`src/rtl/if_fetch_stage.sv`:
```
// PC register and IF/ID pipeline register for the 5-stage MIPS pipeline.
// Handles stall/flush priority, saturating perf counters and a sticky misalignment flag.
module if_fetch_stage #(
  parameter logic [31:0] RESET_PC = 32'h0000_0000,
  parameter int unsigned CNT_W    = 16
) (
  input  logic             clk,
  input  logic             reset,
  input  logic [31:0]      PC_i,
  input  logic             stall,
  input  logic             jump_flush,
  input  logic             branch_flush,
  input  logic [31:0]      imem_rdata,
  output logic [31:0]      PC_o,
  output logic [31:0]      if_id_reg_PC_Plus_4,
  output logic [31:0]      if_id_reg_Inst,
  output logic             if_id_valid,
  output logic             id_ex_flush,
  output logic [CNT_W-1:0] fetch_count,
  output logic [CNT_W-1:0] stall_count,
  output logic [CNT_W-1:0] bubble_count,
  output logic             pc_misalign
);

  localparam logic [CNT_W-1:0] CNT_MAX = '1;
  localparam logic [CNT_W-1:0] CNT_ONE = CNT_W'(1);

  localparam logic [1:0] ACT_FETCH  = 2'd0;
  localparam logic [1:0] ACT_HOLD   = 2'd1;
  localparam logic [1:0] ACT_JUMP   = 2'd2;
  localparam logic [1:0] ACT_BRANCH = 2'd3;

  logic [1:0]  act_c;
  logic [31:0] pc_aligned_c;
  logic [31:0] pc_plus_4_c;

  function automatic logic [CNT_W-1:0] sat_inc(input logic [CNT_W-1:0] v);
    return (v == CNT_MAX) ? v : v + CNT_ONE;
  endfunction

  // Priority decode: branch_flush > stall > jump_flush > normal fetch
  always_comb begin
    act_c = ACT_FETCH;
    if (branch_flush)    act_c = ACT_BRANCH;
    else if (stall)      act_c = ACT_HOLD;
    else if (jump_flush) act_c = ACT_JUMP;
  end

  assign pc_aligned_c = {PC_i[31:2], 2'b00};
  assign pc_plus_4_c  = PC_o + 32'd4;

  always_ff @(posedge clk) begin
    if (reset) begin
      PC_o                <= RESET_PC;
      if_id_reg_PC_Plus_4 <= 32'd0;
      if_id_reg_Inst      <= 32'd0;
      if_id_valid         <= 1'b0;
      id_ex_flush         <= 1'b0;
      fetch_count         <= '0;
      stall_count         <= '0;
      bubble_count        <= '0;
      pc_misalign         <= 1'b0;
    end else begin
      id_ex_flush <= (act_c == ACT_BRANCH);
      // Every non-holding edge loads the PC and checks the low bits of the new value
      if (act_c != ACT_HOLD) begin
        PC_o <= pc_aligned_c;
        if (PC_i[1:0] != 2'b00) pc_misalign <= 1'b1;
      end
      case (act_c)
        ACT_BRANCH, ACT_JUMP: begin
          if_id_reg_PC_Plus_4 <= 32'd0;
          if_id_reg_Inst      <= 32'd0;
          if_id_valid         <= 1'b0;
          bubble_count        <= sat_inc(bubble_count);
        end
        ACT_HOLD: begin
          stall_count <= sat_inc(stall_count);
        end
        default: begin
          if_id_reg_PC_Plus_4 <= pc_plus_4_c;
          if_id_reg_Inst      <= imem_rdata;
          if_id_valid         <= 1'b1;
          fetch_count         <= sat_inc(fetch_count);
        end
      endcase
    end
  end

endmodule

```
`config.mk`:
```
export PLATFORM = sky130hd
export DESIGN_NAME = if_fetch_stage
export DESIGN_NICKNAME = d
export VERILOG_FILES = /design/src/rtl/if_fetch_stage.sv
export SDC_FILE = /design/constraint.sdc
export NUM_CORES = 1
export LEC_CHECK = 0
export BUFFER_PORTS_ARGS = -buffer_cell sky130_fd_sc_hd__buf_2
export CORE_UTILIZATION = 35
export DETAILED_ROUTE_END_ITERATION = 6
export PLACE_DENSITY = 0.67
export SLEW_MARGIN = 10
export SYNTH_ARGS = -nofsm -noshare
export SYNTH_HDL_FRONTEND = slang
export SYNTH_SLANG_ARGS = --single-unit
```
`constraint.sdc`:
```
create_clock -name clk -period 2.35 [get_ports clk]
set_input_delay 0.3525 -clock clk [delete_from_list [all_inputs] [get_ports clk]]
set_output_delay 0.3525 -clock clk [all_outputs]
set_load 0.1 [all_outputs]
```
==> summary.md <==
| Metric | Value |
|---|---|
| Status | `completed` |
| Synthesis-to-layout area growth | `34.0%` |
| Min Tclk post-route | `1990 ps` |
| Die width | `134 um` |
| Antenna Cells | `0` |
| Number of global-route vias before repair | `5299` |
| Data arrival, critical path | `2300 ps` |
| Skew-Pair Late Insertion Delay | `420 ps` |
| Initial Util | `36.1%` |
| Nets | `990` |
| 1st-iter DRT viols | `290` |
| Maximum VDD drop | `0.487 mV` |
| Routed WL | `16800 um` |
| Switching pwr | `1.80 mW` |
| CP Data Required Time | `2650 ps` |
| Number of port buffers | `211` |
| Largest net degree at the start of global routing | `76` |
| Slowest CP cell | `or4_1` |
| Setup WS post-layout | `355 ps` |
| Worst slack, placed | `358 ps` |
| DIE AREA | `0.0178 mm^2` |
| Placed inst area | `0.00744 mm^2` |
| CTS H-tree depth | `4` |
| Synthesized area | `0.00606 mm^2` |
| Router iterations before antenna repair | `4` |
| Final period util | `84.9%` |
| HP Start | `PC_i[4]` |
| Share of cells above drive strength 1 | `35.1%` |
| Count of cell types in the netlist | `45` |
| Flop pwr share | `39.6%` |
| First-pass GRT wire length | `26900 um` |
| Worst-path fanout max | `14` |
| Row count | `47` |
| Worst path top cell family by delay | `simple AND/OR/NAND/NOR gates` |
| GRT Overall Usage | `18.9%` |
| Largest cells by area after synthesis | `dfxtp_1 47%, xnor2_1 7.5%, nand2_1 6.4%` |
| Worst setup path class | `reg2reg` |
| DRC errors left | `0` |
| Final Slew Violations | `0` |
| Clock buffer depth | `2` |
| Clock sink count | `143` |
| Chip height | `134 um` |
| Critical path, cell by cell | `nand4_1, or4_1, buf_4, nor4_1, xnor2_1, o21ai_1` |
| Hold Crit Class | `in2reg` |
| Initial antenna violation count | `0` |
| Power Total | `6.48 mW` |
| Clock power share | `47.9%` |
| Largest area contributor in the netlist | `dfxtp_1` |
| Most frequent cells after synthesis | `143 x dfxtp_1, 104 x nand2_1, 97 x nor2_1` |
| Setup crit end kind | `register` |
| Setup crit start kind | `register` |
| Vias | `5730` |
| Cts bufs inserted | `17` |
| Slew Limit Headroom | `58.2%` |
| TritonCTS clock tree | `built` |
| DPL Wire Length | `11700 um` |
| Async SR Flop Fraction | `0%` |
| Reg2reg start | `PC_o[7]$_SDFFE_PP0P_` |
| Final std cell area, no fill | `0.00812 mm^2` |
| Vias/cell | `4.99` |
| Fmax | `501 MHz` |
| Ports | `216` |
| Pint | `4.67 mW` |
| Setup TNS | `0 ps` |
| Synth Register Bits | `143` |
| Final hold vios | `0` |
| Count of hold-fix buffers inserted at cts | `0` |
| Max-cap violation count | `0` |
| Setup violators final | `0` |
| Routed Antenna Nets | `0` |
| Worst Setup SP | `PC_o[7]$_SDFFE_PP0P_` |
| Synth warn | `0` |
| Post-synth top area share | `47.3%` |
| Core box area | `0.0168 mm^2` |
| Total grt overflow | `0` |
| WP buf/inv | `1` |
| Mean post-synth cell area | `8.51 um^2` |
| Clock root buffer | `clkbuf_16` |
| Prevailing post-synth register cell | `dfxtp_1` |
| Sequential cell area | `0.00293 mm^2` |
| Pwr dens | `798 mW/mm^2` |
| Switching Fraction | `27.9%` |
| Post-DR wirelength/cell | `14.6 um` |
| Post-synth EDFFs | `0` |
| Post-Syn Instances | `712` |
| Most frequent cell after synthesis | `dfxtp_1` |
| Lkg Pwr | `3.47 nW` |
| Multi-input logic area | `0.00300 mm^2` |
| Post_cts resized | `0` |
| Seq/Total Area, Yosys | `47.3%` |
| GPL Wtd Cong | `0.828` |
| Fill count | `1648` |
| Clk_skew | `8.42 ps` |
| Logic pwr share | `12.6%` |
| Clk slew on worst S/H paths | `60 ps` |
| Worst Tran Pin Value | `625 ps` |
| Crit-path max cell delay | `450 ps` |
| RSZ-0062 raised after global routing | `false` |
| Setup Buffers After CTS | `0` |
-- layout by cell type (no fill, tap or decap), types with 10 or more instances in the layout --
cell       synthesis  layout
xnor2_1           52      52
inv_1             10      10
nand3_1           20      20
nor4_1            14      13
clkbuf_16          0      17
o21ai_0           17      17
a21oi_1           42      42
a22oi_1           39      39
nor2_1            97      97
xor2_1            12      12
buf_2              1     210
dfxtp_2            0      54
nand4_1           18      18
o21ai_1           12      12
dfxtp_1          143      89
nor3_1            23      23
nand2_1          104     104
buf_4              4      14
-- tightest hold or removal path, cell delays in order --
cell     delay [ps]
buf_2           100
nand2_1          50
a21oi_1          50
-- kinds of logic after synthesis --
logic type / after synthesis / synth area share (%)
AO/OA/AOI/OAI: 120 / 12.1
XOR/XNOR: 64 / 9.26
adder cells (fa/ha/maj): 4 / 0.826
buffers and inverters: 53 / 3.68
flip-flops: 143 / 47.3
multiplexers: 3 / 0.517
other: 1 / 0.0619
AND/OR/NAND/NOR: 324 / 26.3
-- power groups by stage --
stage	combinational, mW	sequential (mW)	clock [mW]
CTS	0.820	2.56	3.15
global route	0.859	2.57	3.26
global placement	0.818	2.61	0
finish	0.814	2.56	3.10
floorplan	0.208	3.04	0
detailed placement	0.819	2.62	0
-- stage by stage --
step	std cells	hold WS [ps]	utilization, %
CTS	1149	150	48.4
finish	1149	168	48.4
global placement	1118	431	44.4
detailed placement	1118	435	44.4
global route	1149	157	48.4
floorplan	715	485	-
-- layout make-up --
type                       instances  share of cell area [%]
clock inverter                    13                    2.90
tap                              220                    3.39
clock buffer                      18                    5.41
inverter                          10                   0.462
timing repair buffer             226                    14.7
multi-input combinational        519                    37.0
sequential                       143                    36.1
-- worst paths after layout --
path | end | cells after the start | slack (ps)
worst max-delay path | if_id_reg_PC_Plus_4[27]$_SDFFE_PP0P_ | 6 | 360
worst min-delay path | PC_o[4]$_SDFFE_PP0P_ | 3 | 170
worst max register to register | if_id_reg_PC_Plus_4[27]$_SDFFE_PP0P_ | 6 | 360
worst min register to register | if_id_reg_PC_Plus_4[26]$_SDFFE_PP0P_ | 2 | 440
-- metal layers --
layer / global-route usage [%] / wire length (um) / vias to the layer above / part of all wire (%)
met1: 24.0 / 7480 / 2691 / 45
li1: - / - / 2870 / -
met2: 31.5 / 8190 / 149 / 49
met4: 6.57 / 267 / 0 / 1.6
met3: 4.07 / 862 / 20 / 5.1
met5: 0 / 0 / - / 0
-- sequential cells by signal (all words and copies together) (netlist names) --
signal and cells:
stall_count 16, pc_misalign 1, id_ex_flush 1, PC_o 30, fetch_count 16, bubble_count 16
if_id_valid 1, if_id_reg_Inst 32, if_id_reg_PC_Plus_4 30
No activity file was read; power rests on OpenSTA's default activity.
